<file path="config.mk">
export PLATFORM = sky130hd
export DESIGN_NAME = pll_lock_detector
export DESIGN_NICKNAME = d
export VERILOG_FILES = /design/src/rtl/pll_lock_detector.sv
export SDC_FILE = /design/constraint.sdc
export NUM_CORES = 1
export LEC_CHECK = 0
export CAP_MARGIN = 25
export CORE_ASPECT_RATIO = 0.7
export CORE_MARGIN = 3
export CORE_UTILIZATION = 45
export DETAILED_ROUTE_END_ITERATION = 16
export PLACE_DENSITY_LB_ADDON = 0.15
export SYNTH_ARGS = -nofsm -noshare
export SYNTH_HDL_FRONTEND = slang
export SYNTH_SLANG_ARGS = --single-unit
</file>
<file path="constraint.sdc">
create_clock -name clk -period 12.5 [get_ports clk]
set_clock_uncertainty 0.05 [all_clocks]
set_input_delay 1.25 -clock clk [delete_from_list [all_inputs] [get_ports clk]]
set_output_delay 1.25 -clock clk [all_outputs]
set_load 0.02 [all_outputs]
</file>
<file path="src/rtl/pll_lock_detector.sv">
// PLL lock detector.
// Watches the bang-bang phase detector direction bit and the loop-filter
// control word over fixed windows. A window is "good" when the control word
// stays inside a narrow band and the phase error dithers enough. Consecutive
// good windows declare lock, and consecutive bad windows while locked declare
// loss of lock.
//
// Interface timing:
//   There is no valid/ready handshake. Every enabled clk cycle is one sample.
//   window_done and lock_lost are single-cycle pulses. They are raised only
//   on the edge that closes a window. locked and lock_state are registered
//   and change on that same edge.
module pll_lock_detector #(
  parameter int CTRL_WIDTH     = 20,
  parameter int WINDOW_CYCLES  = 256,
  parameter int TOL            = 64,
  parameter int MIN_TOGGLES    = 4,
  parameter int LOCK_WINDOWS   = 8,
  parameter int UNLOCK_WINDOWS = 2
) (
  input  logic                  clk,
  input  logic                  rst,
  input  logic                  enable,
  input  logic                  phase_error,
  input  logic [CTRL_WIDTH-1:0] dig_ctrl_voltage,
  output logic                  locked,
  output logic [1:0]            lock_state,
  output logic                  lock_lost,
  output logic                  window_done,
  output logic [CTRL_WIDTH-1:0] window_span
);

  localparam int WW = $clog2(WINDOW_CYCLES);
  localparam int TW = WW + 1;
  localparam int GW = $clog2(LOCK_WINDOWS + 1);
  localparam int BW = $clog2(UNLOCK_WINDOWS + 1);

  localparam logic [WW-1:0]         WLAST   = WW'(WINDOW_CYCLES - 1);
  localparam logic [TW-1:0]         TSAT    = '1;
  localparam logic [GW-1:0]         GTARGET = GW'(LOCK_WINDOWS);
  localparam logic [BW-1:0]         BTARGET = BW'(UNLOCK_WINDOWS);
  localparam logic [CTRL_WIDTH-1:0] TOL_W   = CTRL_WIDTH'(TOL);

  typedef enum logic [1:0] {
    ST_UNLOCKED = 2'd0,
    ST_ACQUIRE  = 2'd1,
    ST_LOCKED   = 2'd2,
    ST_ILLEGAL  = 2'd3
  } state_t;

  state_t                  state;
  logic [WW-1:0]           wcnt;
  logic [CTRL_WIDTH-1:0]   trk_min;
  logic [CTRL_WIDTH-1:0]   trk_max;
  logic [TW-1:0]           tog_cnt;
  logic                    prev_pe;
  logic                    prev_valid;
  logic [GW-1:0]           good_cnt;
  logic [BW-1:0]           bad_cnt;

  logic                    win_start;
  logic                    win_end;
  logic                    toggle;
  logic [CTRL_WIDTH-1:0]   base_min;
  logic [CTRL_WIDTH-1:0]   base_max;
  logic [CTRL_WIDTH-1:0]   cur_min;
  logic [CTRL_WIDTH-1:0]   cur_max;
  logic [CTRL_WIDTH-1:0]   cur_span;
  logic [TW-1:0]           tog_base;
  logic [TW-1:0]           cur_tog;
  logic                    win_good;

  state_t                  state_nx;
  logic [GW-1:0]           good_nx;
  logic [BW-1:0]           bad_nx;
  logic                    lost_nx;

  // Fold the current sample and transition into this window's running
  // statistics. At the first cycle of a window the trackers restart, so the
  // previous window's values are ignored.
  always_comb begin
    win_start = (wcnt == '0);
    win_end   = (wcnt == WLAST);
    toggle    = prev_valid && (phase_error != prev_pe);
    base_min  = win_start ? dig_ctrl_voltage : trk_min;
    base_max  = win_start ? dig_ctrl_voltage : trk_max;
    cur_min   = (dig_ctrl_voltage < base_min) ? dig_ctrl_voltage : base_min;
    cur_max   = (dig_ctrl_voltage > base_max) ? dig_ctrl_voltage : base_max;
    cur_span  = cur_max - cur_min;
    tog_base  = win_start ? '0 : tog_cnt;
    cur_tog   = (toggle && (tog_base != TSAT)) ? tog_base + TW'(1) : tog_base;
    win_good  = (cur_span <= TOL_W) && (32'(cur_tog) >= 32'(MIN_TOGGLES));
  end

  // Lock FSM next-state. It advances only on the edge that closes a window,
  // except for the illegal encoding, which is recovered immediately.
  always_comb begin
    state_nx = state;
    good_nx  = good_cnt;
    bad_nx   = bad_cnt;
    lost_nx  = 1'b0;
    if (win_end) begin
      case (state)
        ST_UNLOCKED: begin
          if (win_good) begin
            good_nx  = GW'(1);
            state_nx = (LOCK_WINDOWS == 1) ? ST_LOCKED : ST_ACQUIRE;
          end
        end
        ST_ACQUIRE: begin
          if (win_good) begin
            good_nx = good_cnt + GW'(1);
            if (good_nx >= GTARGET) begin
              state_nx = ST_LOCKED;
              bad_nx   = '0;
            end
          end else begin
            state_nx = ST_UNLOCKED;
            good_nx  = '0;
          end
        end
        ST_LOCKED: begin
          if (!win_good) begin
            bad_nx = bad_cnt + BW'(1);
            if (bad_nx >= BTARGET) begin
              state_nx = ST_UNLOCKED;
              lost_nx  = 1'b1;
              good_nx  = '0;
              bad_nx   = '0;
            end
          end else begin
            bad_nx = '0;
          end
        end
        default: state_nx = ST_UNLOCKED;
      endcase
    end else if (state == ST_ILLEGAL) begin
      state_nx = ST_UNLOCKED;
    end
  end

  // Window counter, trackers, FSM and registered outputs. Dropping enable
  // clears everything except the last reported span, so a disabled detector
  // restarts from a full fresh window.
  always_ff @(posedge clk) begin
    if (rst) begin
      state       <= ST_UNLOCKED;
      wcnt        <= '0;
      trk_min     <= '0;
      trk_max     <= '0;
      tog_cnt     <= '0;
      prev_pe     <= 1'b0;
      prev_valid  <= 1'b0;
      good_cnt    <= '0;
      bad_cnt     <= '0;
      locked      <= 1'b0;
      lock_state  <= 2'd0;
      lock_lost   <= 1'b0;
      window_done <= 1'b0;
      window_span <= '0;
    end else if (!enable) begin
      state       <= ST_UNLOCKED;
      wcnt        <= '0;
      trk_min     <= '0;
      trk_max     <= '0;
      tog_cnt     <= '0;
      prev_pe     <= 1'b0;
      prev_valid  <= 1'b0;
      good_cnt    <= '0;
      bad_cnt     <= '0;
      locked      <= 1'b0;
      lock_state  <= 2'd0;
      lock_lost   <= 1'b0;
      window_done <= 1'b0;
    end else begin
      wcnt        <= win_end ? '0 : wcnt + WW'(1);
      trk_min     <= cur_min;
      trk_max     <= cur_max;
      tog_cnt     <= cur_tog;
      prev_pe     <= phase_error;
      prev_valid  <= 1'b1;
      state       <= state_nx;
      good_cnt    <= good_nx;
      bad_cnt     <= bad_nx;
      locked      <= (state_nx == ST_LOCKED);
      lock_state  <= state_nx;
      lock_lost   <= lost_nx;
      window_done <= win_end;
      if (win_end) begin
        window_span <= cur_span;
      end
    end
  end

endmodule

</file>
# After elaboration in Yosys (flattened, before gate mapping)
# Cells that the tools add are included.
[classes]
n_addsub = 5
n_lt_le_gt_ge = 6
n_eq_ne = 12
n_mux = 26
bitwise_logic = 3
n_reduce_logical = 13
[ops]
columns = ["cell", "n"]
rows = [
  ["20-bit 2-to-1 mux", 4],
  ["2-bit 2-to-1 mux", 11],
  ["20-bit greater-than comparator", 1],
  ["20-bit by 7-bit <= comparator with 1-bit output, second input constant", 1],
  ["20-bit < comparator", 1],
  ["20-bit subtractor", 1],
  ["9-bit 2-to-1 mux", 2],
  ["4-bit 2-to-1 mux", 4],
  ["4-bit one-hot mux with 3 select lines", 1],
  ["2-bit inequality test, second input constant", 5],
  ["9-bit by 1-bit adder with 9-bit output, second input constant", 1],
  ["9-bit by 3-bit >= comparator with 1-bit output, second input constant", 1],
  ["9-bit inequality test, second input constant", 1],
  ["8-bit by 1-bit adder with 8-bit output, second input constant", 1],
  ["8-bit == test, second input constant", 1],
  ["8-bit zero test", 1],
  ["2-bit == test, second input constant", 3],
  ["2-bit one-hot mux with 3 select lines", 1],
  ["5-bit AND reduction", 1],
  ["5-bit OR reduction", 1],
  ["4-bit by 1-bit adder with 4-bit output, second input constant", 1],
  ["4-bit >= comparator, second input constant", 1],
  ["2-bit one-hot mux with 2 select lines", 1],
  ["4-bit AND reduction", 1],
  ["13 further kinds", 18],
]
[totals]
ff_bits = 90
inputBits = 24
out_inout_bits = 25
wordCells = 78

# Longest topological paths before layout
[depth]
depth_word = 11
ltp_mapped = 36
mapped_depth_nobuf = 30

# Worst setup path after synthesis
# No wires, ideal clock.
[synth_path]
kind = "flip-flop to flip-flop"
from = "reg wcnt[0]"
to = "reg good_cnt[3]"
arrival_time_ns = 8.572
required_time_ns = 12.385
slack_ns = 3.812
stages_incl_launch_ff = 34
path_buffers = 6
synth_period_minus_slack_ns = 8.688
cell_sequence = "dfxtp_1 inv_1 ha_1 nor4b_2 nand2_1 clkbuf_1 buf_1 clkbuf_1 mux2i_1 ha_1 a21oi_1 o21ai_0 a221oi_1 nor2_1 o21ai_2 clkbuf_1 clkbuf_1 mux2i_1 ha_1 inv_1 fa_1 a21oi_1 o2111a_1 a2111o_1 o311ai_1 o21a_1 or3_1 a2111o_1 or4_4 or4_1 buf_4 a221oi_4 mux2_1 nor2_1"
[synth_between]
elab_chain_cells = 9
[synth_lines]
columns = ["item", "line", "source"]
rows = [
  ["start, declared", "52", "logic [WW-1:0] wcnt;"],
  ["start signal, assigned", "176", "wcnt <= win_end ? '0 : wcnt + WW'(1);"],
  ["8-bit zero test", "82", "win_start = (wcnt == '0);"],
  ["20-bit 2-to-1 mux, or another cell as far along", "86", "base_max = win_start ? dig_ctrl_voltage : trk_max;"],
  ["20-bit greater-than comparator, or another cell as far along", "88", "cur_max = (dig_ctrl_voltage > base_max) ? dig_ctrl_voltage : base_max;"],
  ["20-bit 2-to-1 mux, or another cell as far along", "88", ""],
  ["20-bit subtractor or 9-bit 2-to-1 mux (tied branches)", "89, 91", ""],
  ["20-bit by 7-bit <= comparator with 1-bit output or 9-bit by 3-bit >= comparator with 1-bit output (tied branches)", "92", "win_good = (cur_span <= TOL_W) && (32'(cur_tog) >= 32'(MIN_TOGGLES));"],
  ["1-bit logical AND", "92", ""],
  ["2-bit inequality test (no source line) or 4-bit 2-to-1 mux (tied branches)", "--", ""],
  ["5-bit AND reduction (no source line) or 4-bit one-hot mux with 3 select lines (tied branches)", "--", ""],
  ["end signal, assigned", "183", "good_cnt <= good_nx;"],
  ["end, declared", "58", "logic [GW-1:0] good_cnt;"],
]
# Parallel ways exist; a longest one is shown, timed or not.
# A chain may end at the register's enable or synchronous reset.

# Final worst setup path
[layout_path]
from = "reg wcnt[0]"
to = "reg good_cnt[1]"
[layout_between]
elab_chain_cells = 9
[layout_lines]
columns = ["item", "line", "source"]
rows = [
  ["8-bit zero test *", "82", ""],
  ["20-bit 2-to-1 mux *", "86", ""],
  ["20-bit greater-than comparator", "88", ""],
  ["20-bit 2-to-1 mux *", "88", ""],
  ["via cur_max[9]", "67", "logic [CTRL_WIDTH-1:0] cur_max;"],
  ["20-bit subtractor *", "89", "cur_span = cur_max - cur_min;"],
  ["20-bit by 7-bit <= comparator with 1-bit output *", "92", ""],
  ["1-bit logical AND *", "92", ""],
  ["2-bit inequality test (no source line) or 4-bit 2-to-1 mux (tied branches)", "--", ""],
  ["5-bit AND reduction (no source line) or 4-bit one-hot mux with 3 select lines (tied branches)", "--", ""],
]
# Mark *: on every way through the listed nets, which the timed path passes. The rest lies on a longest branch.

==> impl_metrics.yaml <==
critical_path:
  worstPathArrival_ns: 9.22
  path_class: "reg -> reg"
  reg2reg_from: "wcnt[0]"
  cp_max_fo: 50
  crit_path_end_kind: "flop"
  cp.required_ns: 12.73
  cp-start-kind: "flop"
  r2r_slack_ns: 3.51
  r2r-end: "good_cnt[1]"
  r2r_cells: 26
grt:
  antenna_found_initial: 0
  grt_start_max_net_pins: 51
  overflow: 0
  first_global_vias: 5948
  grt_first_pass_wirelength_mm: 29.4
  grt_usage_pct: 22.8
finish:
  stdcell_count: 1047
  antenna_cells: 0
  area_delta_synth_final_pct: 14.1
  stdcell_area_sq_um: 7490
  drive_gt1_share_pct: 5.13
  nNetsFinal: 940
logic_synthesis:
  async_flop_share_pct: 0
  synth-edff-count: 0
  synth_commonest_cells: "nor2_1 (105), dfxtp_1 (90), nand2_1 (81)"
  ys_ff_latch: 90
  ys_seq_area_share_pct: 27.4
  ys_types: 85
  yosysMostFrequentCell: "nor2_1"
  yosys.area.top_type_share_pct: 27.4
  synth_warnings: 0
  synth_area_sq_um: 6570
  ys.flop_type: "dfxtp_1"
  synth.area.top_cells: "dfxtp_1 (27%), ha_1 (12%), nor2_1 (6.0%), mux2i_1 (5.6%), a21oi_1 (5.6%)"
  syn_area_per_cell_sq_um: 8.01
  syn_nets: 908
  synth_cells: 820
  synth_top_cell_by_area: "dfxtp_1"
sta:
  period_share_pct: 71.9
  hold_ws_ns: 0.409
  max_freq_mhz: 111
  final_max_slew_viol_count: 0
  max_slew.worst_pin.slew_ns: 0.867
  setup_viol: 0
  rsz0062_at_grt: "no"
  period_needed_ns: 8.99
  hold_viol: 0
  relSlewSlack_pct: 40.7
  finalSetupTns_ns: 0
detailed_routing:
  wl_mm: 18.2
  vias_per_cell: 5.95
  drc: 0
  dr.pass1.iters: 7
  drtIter0Drc: 573
  routedWlPerCell_um: 17.4
  postRouteAntennaNets: 0
  vias: 6225
clock_network:
  clk_latency_ns: 0.35
  cts-buffers-inserted: 9
  cts.sinks: 90
  ctsHoldBuffers: 0
  clkTransAtPathRegs_ns: 0.07
  cts_tree: "built"
  clock_path_buffers: 2
  cts_setup_buffers: 0
  h-tree-depth: 3
  cts-root-buf: "clkbuf_16"
  cts_resized: 0
placement:
  place_hpwl_mm: 13.6
  dp.cells: 1031
  placed_area_sq_um: 7190
  gp_congestion: 0.940
  numPortBuffers: 48
hold_path:
  hold_path_depth: 2
  hp-class: "reg -> reg"
  hold_end: "bad_cnt[1]"
  hp-start: "bad_cnt[1]"
pwr:
  p_leak_nw: 2.99
  power_mw: 1.02
  p_per_area_nw_per_um2: 136
  irDropWorstVdd_uv: 72.2
floorplanning:
  rows: 36
  io_pins: 49
  die_height_um: 107
  die_area_sq_um: 16100
  initial_core_util_pct: 46.6
  die_w_um: 150
  fp.coreArea_sq_um: 14100
run_status:
  outcome: "completed"
job:
  drv_cap: 0
==> worst max-delay path by stage <==
stage	startpoint	to	slack (ns)
6_report	wcnt[0]	good_cnt[1]	3.51
5_1_grt	wcnt[0]	good_cnt[1]	2.85
4_1_cts	wcnt[0]	good_cnt[1]	3.63
3_5_place_dp	dig_ctrl_voltage[10]	good_cnt[1]	3.37
3_3_place_gp	dig_ctrl_voltage[10]	good_cnt[3]	3.59
2_1_floorplan	wcnt[0]	good_cnt[3]	3.81
==> critical path, stage by stage (launching register included) <==
cell and delay, ns:
dfxtp_1 0.34, inv_1 0.08, ha_1 0.18, nor4b_2 0.57, nand2_2 0.06, buf_4 0.34, a21boi_0 0.60, ha_1 0.36
nand2_1 0.06, o21ai_0 0.07, a221oi_1 0.54, nor2_1 0.21, o21ai_2 0.44, buf_4 0.42, a21oi_1 0.17, ha_1 0.44
nand2_1 0.15, a2111oi_0 0.77, o22ai_1 0.14, o311ai_1 0.26, a21oi_1 0.17, xnor2_1 0.23, or4_4 0.59, or4_1 0.67
a221oi_4 0.46, mux2_1 0.35, nor2_1 0.10
==> area by class of cell <==
cell class / instances / area (sq um)
Inverter: 31 / 116
Clock buffer: 10 / 239
Timing Repair Buffer: 52 / 510
Fill cell: 1339 / 6610
Sequential cell: 90 / 1800
Tap cell: 190 / 238
Multi-Input combinational cell: 668 / 4520
Clock inverter: 6 / 65.1
==> cells in the final DEF (no fill, tap or decap), types with 3 or more instances in the layout <==
cell type and instances:
and2_1 24, mux2_2 3, o31ai_1 6, or3_1 7
mux2i_1 37, nand3_1 22, inv_1 31, o221ai_1 4
o21bai_1 3, a221oi_1 4, xor2_1 12, nor4_1 4
ha_1 63, nor2b_1 4, or4_1 4, o22ai_1 4
dfxtp_1 90, nand2_1 80, a221o_1 3, o21ai_0 30
clkbuf_16 9, a211oi_1 19, a31oi_1 3, nor2_1 105
nand2b_1 10, nand4_1 14, clkdlybuf4s50_1 48, nor3_1 25
and3_1 6, buf_4 4, a21oi_1 73, o211ai_1 5
a21o_1 14, xnor2_1 18, o21a_1 3
==> metrics by stage <==
| step | setup WS (ns) | util [%] |
|---|---|---|
| floorplan | 3.81 | - |
| global placement | 3.59 | 51.0 |
| detailed placement | 3.37 | 51.0 |
| CTS | 3.63 | 53.2 |
| global route | 2.85 | 53.2 |
| finish | 3.51 | 53.2 |
==> report_power, final <==
| part | internal, mW | switching, mW |
|---|---|---|
| Sequential | 0.297 | 0.00334 |
| Combinational | 0.159 | 0.275 |
| Clock | 0.161 | 0.121 |
| Total | 0.617 | 0.400 |
==> logic make-up (layout without fill, tap and decap cells) <==
kind of cell / after synthesis / after routing / share of synthesized area (%)
XOR/XNOR: 31 / 31 / 4.34
buffers and inverters: 62 / 99 / 3.73
multiplexers: 42 / 42 / 6.50
adder cells (fa/ha/maj): 64 / 64 / 12.3
AO/OA/AOI/OAI: 207 / 207 / 21.8
flip-flops: 90 / 90 / 27.4
AND/OR/NAND/NOR: 324 / 324 / 23.9
==> metal layers <==
layer	vias up	routed length, um	GRT usage (%)
li1	3043	-	-
met1	2958	8560	31.1
met2	195	8270	37.2
met3	29	1010	3.51
met4	0	333	7.05
met5	-	0	0
==> sequential cells by signal, summed over array words and instances, names as in the netlist <==
signal       cells
prev_valid       1
trk_max         20
locked           1
bad_cnt          2
window_span     20
trk_min         20
good_cnt         4
lock_lost        1
tog_cnt          9
state            2
prev_pe          1
window_done      1
wcnt             8
Note: power is estimated with default switching activity, not from simulation.
==> RTL edit 1, RTL diff (same settings) <==
Register the input `dig_ctrl_voltage` before use, with the module's reset. The logic sees it one clock later. The other inputs are not delayed to match.
--- a/src/rtl/pll_lock_detector.sv
+++ b/src/rtl/pll_lock_detector.sv
@@ -48,6 +48,16 @@
     ST_ILLEGAL  = 2'd3
   } state_t;
 
+  logic [CTRL_WIDTH-1:0] dig_ctrl_voltage_q;
+
+  always_ff @(posedge clk) begin
+    if (rst) begin
+      dig_ctrl_voltage_q <= '0;
+    end else begin
+      dig_ctrl_voltage_q <= dig_ctrl_voltage;
+    end
+  end
+
   state_t                  state;
   logic [WW-1:0]           wcnt;
   logic [CTRL_WIDTH-1:0]   trk_min;
@@ -82,10 +92,10 @@
     win_start = (wcnt == '0);
     win_end   = (wcnt == WLAST);
     toggle    = prev_valid && (phase_error != prev_pe);
-    base_min  = win_start ? dig_ctrl_voltage : trk_min;
-    base_max  = win_start ? dig_ctrl_voltage : trk_max;
-    cur_min   = (dig_ctrl_voltage < base_min) ? dig_ctrl_voltage : base_min;
-    cur_max   = (dig_ctrl_voltage > base_max) ? dig_ctrl_voltage : base_max;
+    base_min  = win_start ? dig_ctrl_voltage_q : trk_min;
+    base_max  = win_start ? dig_ctrl_voltage_q : trk_max;
+    cur_min   = (dig_ctrl_voltage_q < base_min) ? dig_ctrl_voltage_q : base_min;
+    cur_max   = (dig_ctrl_voltage_q > base_max) ? dig_ctrl_voltage_q : base_max;
     cur_span  = cur_max - cur_min;
     tog_base  = win_start ? '0 : tog_cnt;
     cur_tog   = (toggle && (tog_base != TSAT)) ? tog_base + TW'(1) : tog_base;
Function: no difference found for any inputs over 10 cycles, from zero or initial values and one cycle with rst high; that may be too few to reach the edited logic, so the function may still have changed.
==> RTL edit 1 against the unedited design <==
Sequential cell count grew 20. Setup slack gained 390 ps. Final area grew 6.9%. Wire length shrank 3.2%. Total power grew 18%. Count of clock-buffer cells in the layout shrank 1. Area after synthesis grew 6.9%. Worst hold slack lost 4.2 ps. Critical endpoint is now good_cnt[2]$_SDFFE_PP0P_.
==> RTL edit 1: results (changes against the unedited design) <==
Crit Path Max Fanout 46 (-8.0%); Overall Global Routing Usage 21.1% (-1.7 points); pin count of the biggest net entering global routing 47 (-7.8%); final net count 983 (+4.6%); DR WL/cell 16.1 µm (-7.5%); Port Buffers 48 (unchanged); vias in the first global route 5949 (+0.017%); cells taking the most area after synthesis sky130_fd_sc_hd__dfxtp_1, sky130_fd_sc_hd__ha_1, sky130_fd_sc_hd__mux2i_1; routed length on met3 701 µm (-31%); data arrival time of the critical path 8780 ps (-440 ps); detailed route wirelength on metal2 7460 µm (-9.8%); initial antenna violation count 0 (unchanged); worst hold path class reg -> reg; Detail Placement HPWL 13000 µm (-4.6%); maximum root-to-sink buffer count 2 (unchanged); Routed met1 length 9110 µm (+6.4%); Leakage 3.17 nW (+5.9%); sequential fraction of the synthesis area 31.4% (+3.9 points); slowest cell delay on critical path 620 ps (-150 ps); slew of the pin with the lowest slew margin 901 ps (+33.6 ps); H-tree levels 3 (unchanged); final weighted congestion of routability-driven global placement 0.943 (+0.35%); xor/xnor cell area share of the yosys netlist 4.24% (-0.10 points); Yosys warning total 0 (unchanged); top-area cell type share of the netlist area 31.4% (+3.9 points); number of clock buffers inserted by TritonCTS 9 (unchanged); maximum vdd drop 0.0697 mV (-3.4%); Initial DRC Count 328 (-43%); fraction of final layout cells sized beyond drive strength 1 4.56% (-0.58 points); filler instances 1439 (+7.5%); vias post-DR 6133 (-1.5%); Worst-Skew Late Latency 360 ps; root buf cell sky130_fd_sc_hd__clkbuf_16; Resized Gates After CTS 0 (unchanged); share of synthesized area spent on multiplexers 6.33% (-0.17 points); cell at the slowest stage of the critical path sky130_fd_sc_hd__nor4_1; highest metal used met4; postcts setup bufs 0 (unchanged); post-synthesis compound-gate area fraction 19.4% (-2.3 points); most numerous cell types in the synthesized netlist sky130_fd_sc_hd__dfxtp_1, sky130_fd_sc_hd__nor2_1, sky130_fd_sc_hd__nand2_1, sky130_fd_sc_hd__a21oi_1, sky130_fd_sc_hd__ha_1; primary flip-flop cell chosen by synthesis mapping sky130_fd_sc_hd__dfxtp_1; number of iterations in the first detailed-routing pass 5 (-2); final antenna diode count 0 (unchanged); global-route wire length before repair 29800 µm (+1.5%); number of unique standard cell types used by synthesis 71 (-16%); result of the run completed; area share of fa/ha/maj cells after synthesis 11.7% (-0.65 points); clock input transition at the sequential cells of the worst setup and hold paths 80 ps; Synth async-reset ratio 0% (unchanged); cell family contributing the most delay on the critical path simple AND/OR/NAND/NOR gates; syn nets 949 (+4.5%); pre-CTS worst setup slack 4020 ps (+646 ps)
## RTL edit 1: cell count changes in the layout (fill, tap and decap cells not counted), sizes merged, moves of 5 or more
cell    change
nor2b      +22
xnor2       +7
o21ai       +6
buf         +5
a21o        -5
a211oi      -5
dfxtp      +20
nor3       -11
nand4       -7
## RTL edit 1: kinds of logic after synthesis
family | count (synthesis)
adders and majority gates | 65
xor gates and xnor gates | 34
and+or+nand+nor | 336
buffers and inverters | 65
muxes | 44
AOI/OAI and AO/OA | 207
DFF | 110
## RTL edit 1: final cells by class
type,instances,area (µm²),share of cell area (%)
clock inverters,7,103,1.28
repair buffers,56,539,6.73
multi-input cells,686,4580,57.1
clock buffers,9,225,2.81
flip-flops and latches,110,2200,27.5
inverters,32,120,1.50
well taps,195,244,3.05
## RTL edit 1: power by group
group / total, mW / internal, mW / switching [mW]
sequential: 0.374 / 0.364 / 0.00983
clock: 0.320 / 0.178 / 0.142
combinational: 0.505 / 0.194 / 0.311
## RTL edit 1: final timing paths
path	start	to	slack [ps]	cells past startpoint
min	window_span[16]$_SDFFE_PP0P_	window_span[16]$_SDFFE_PP0P_	400	2
max reg2reg	wcnt[0]$_SDFF_PP0_	good_cnt[2]$_SDFFE_PP0P_	3900	28
max	wcnt[0]$_SDFF_PP0_	good_cnt[2]$_SDFFE_PP0P_	3900	28
min reg2reg	window_span[16]$_SDFFE_PP0P_	window_span[16]$_SDFFE_PP0P_	400	2
## RTL edit 1: through the flow
| step | hold slack (ps) | instances | util, % | cell area, µm² | total power, mW |
|---|---|---|---|---|---|
| after detailed placement | 397 | 1078 | 51.1 | 7670 | 0.876 |
| after global routing | 438 | 1095 | 53.4 | 8010 | 1.28 |
| after CTS | 406 | 1094 | 53.3 | 8000 | 1.20 |
| final | 405 | 1095 | 53.4 | 8010 | 1.20 |
| after global placement | 394 | 1078 | 51.1 | 7670 | 0.877 |
| after floorplan | 380 | 861 | - | 7020 | 0.754 |
## RTL edit 1: routing by layer
layer  GRT usage, %  vias to the layer above
met1           31.1                     2852
met4           5.77                        0
met5              0                        -
met2           31.4                      102
met3           3.92                       23
li1               -                     3156
## RTL edit 1: worst register-to-register path, delay by kind of cell, from the launching register on
kind                       cells  cell delay [ps]
adders and majority gates      3              780
buffers and inverters          3              740
DFF                            1              340
AOI/OAI and AO/OA              7             1660
muxes                          1              260
and+or+nand+nor               14             4650
==> RTL edit 2, RTL diff (config.mk and constraints unchanged) <==
Without the edit above. The parameter `LOCK_WINDOWS` goes from 8 to 4.
--- a/src/rtl/pll_lock_detector.sv
+++ b/src/rtl/pll_lock_detector.sv
@@ -15,7 +15,7 @@
   parameter int WINDOW_CYCLES  = 256,
   parameter int TOL            = 64,
   parameter int MIN_TOGGLES    = 4,
-  parameter int LOCK_WINDOWS   = 8,
+  parameter int LOCK_WINDOWS   = 4,
   parameter int UNLOCK_WINDOWS = 2
 ) (
   input  logic                  clk,
Formal check against the unedited RTL: no difference found for any inputs over 10 cycles, from zero or initial values and one cycle with rst high; that may be too few to reach the edited logic, so the function may still have changed.
==> RTL edit 2 against the unedited design <==
Setup slack improved by 1100 ps. Total power grew 6.6%. Area after synthesis rose by 1.5%. Maximum frequency increased by 15%. Clock power up 7%. Core utilization grew 0.48 points. Sequential cell count decreased by 1. Final area grew 1.6%. Wire length up 5.0%. Count of clock-buffer cells in the layout unchanged. Global-route usage up 1.0 points. Combinational power is 12% higher. Largest power group unchanged.
==> RTL edit 2: results (changes against the unedited design) <==
result of the run completed; Overall Global Routing Usage 23.9% (+1.0 points); pin count of the biggest net entering global routing 42 (-18%); setup slack, reg-to-reg 4650 ps (+1140 ps); maximum vdd drop 0.0963 mV (+33%); sequential fraction of the synthesis area 26.7% (-0.71 points); xor/xnor cell area share of the yosys netlist 3.28% (-1.1 points); post-layout minimum cycle time 7850 ps (-1140 ps); GR Util met2 35.0% (-2.2 points); post-synthesis compound-gate area fraction 21.8% (-0.023 points); share of synthesized area spent on multiplexers 6.85% (+0.35 points); number of unique standard cell types used by synthesis 88 (+3.5%); Routed met1 length 9750 µm (+14%); Crit Path Max Fanout 35 (-30%); number of iterations in the first detailed-routing pass 5 (-2); Initial DRC Count 509 (-11%); slowest cell delay on critical path 750 ps (-20 ps); Placed Cells incl. Taps 1022 (-0.87%); most numerous cell types in the synthesized netlist sky130_fd_sc_hd__nor2_1, sky130_fd_sc_hd__dfxtp_1, sky130_fd_sc_hd__nand2_1, sky130_fd_sc_hd__ha_1, sky130_fd_sc_hd__a21oi_1; pre-CTS worst setup slack 4750 ps (+1380 ps); endpoint of the worst setup timing path good_cnt[0]$_SDFFE_PP0P_; data arrival time of the critical path 8090 ps (-1130 ps); global-route track usage on met3 4.00% (+0.49 points); slew of the pin with the lowest slew margin 909 ps (+42.0 ps); vias in the first global route 5921 (-0.45%); cell at the slowest stage of the critical path sky130_fd_sc_hd__and2_1; final net count 932 (-0.85%); reg2reg path depth 28 (+7.7%); number of instances in the synthesized netlist 816 (-0.49%)
-- RTL edit 2: worst max-delay path, delay by kind of cell, from the launching register on --
family | cells | cell delay (ps)
buf+inv | 2 | 420
mux | 2 | 680
simple gates | 11 | 3390
compound gates | 10 | 2000
flops | 1 | 350
fa+ha+maj | 3 | 880
-- RTL edit 2: final cells by class --
class	count	area, µm²
clock buffers	10	239
clock inverters	6	90.1
fillers	1321	6580
inverters	21	78.8
multi-input cells	669	4660
flip-flops and latches	89	1780
well taps	190	238
repair buffers	53	518
-- RTL edit 2: power by group --
group          internal (mW)  switching (mW)  leakage, nW  total (mW)
sequential             0.294         0.00374        0.724       0.298
clock                  0.181           0.120        0.159       0.301
combinational          0.179           0.307         2.13       0.486
-- RTL edit 2: metrics by stage --
stage          hold WS (ps)  utilization, %
5_1_grt                 437            53.6
4_1_cts                 405            53.6
3_5_place_dp            399            51.3
6_report                404            53.6
2_1_floorplan           388               -
3_3_place_gp            396            51.3
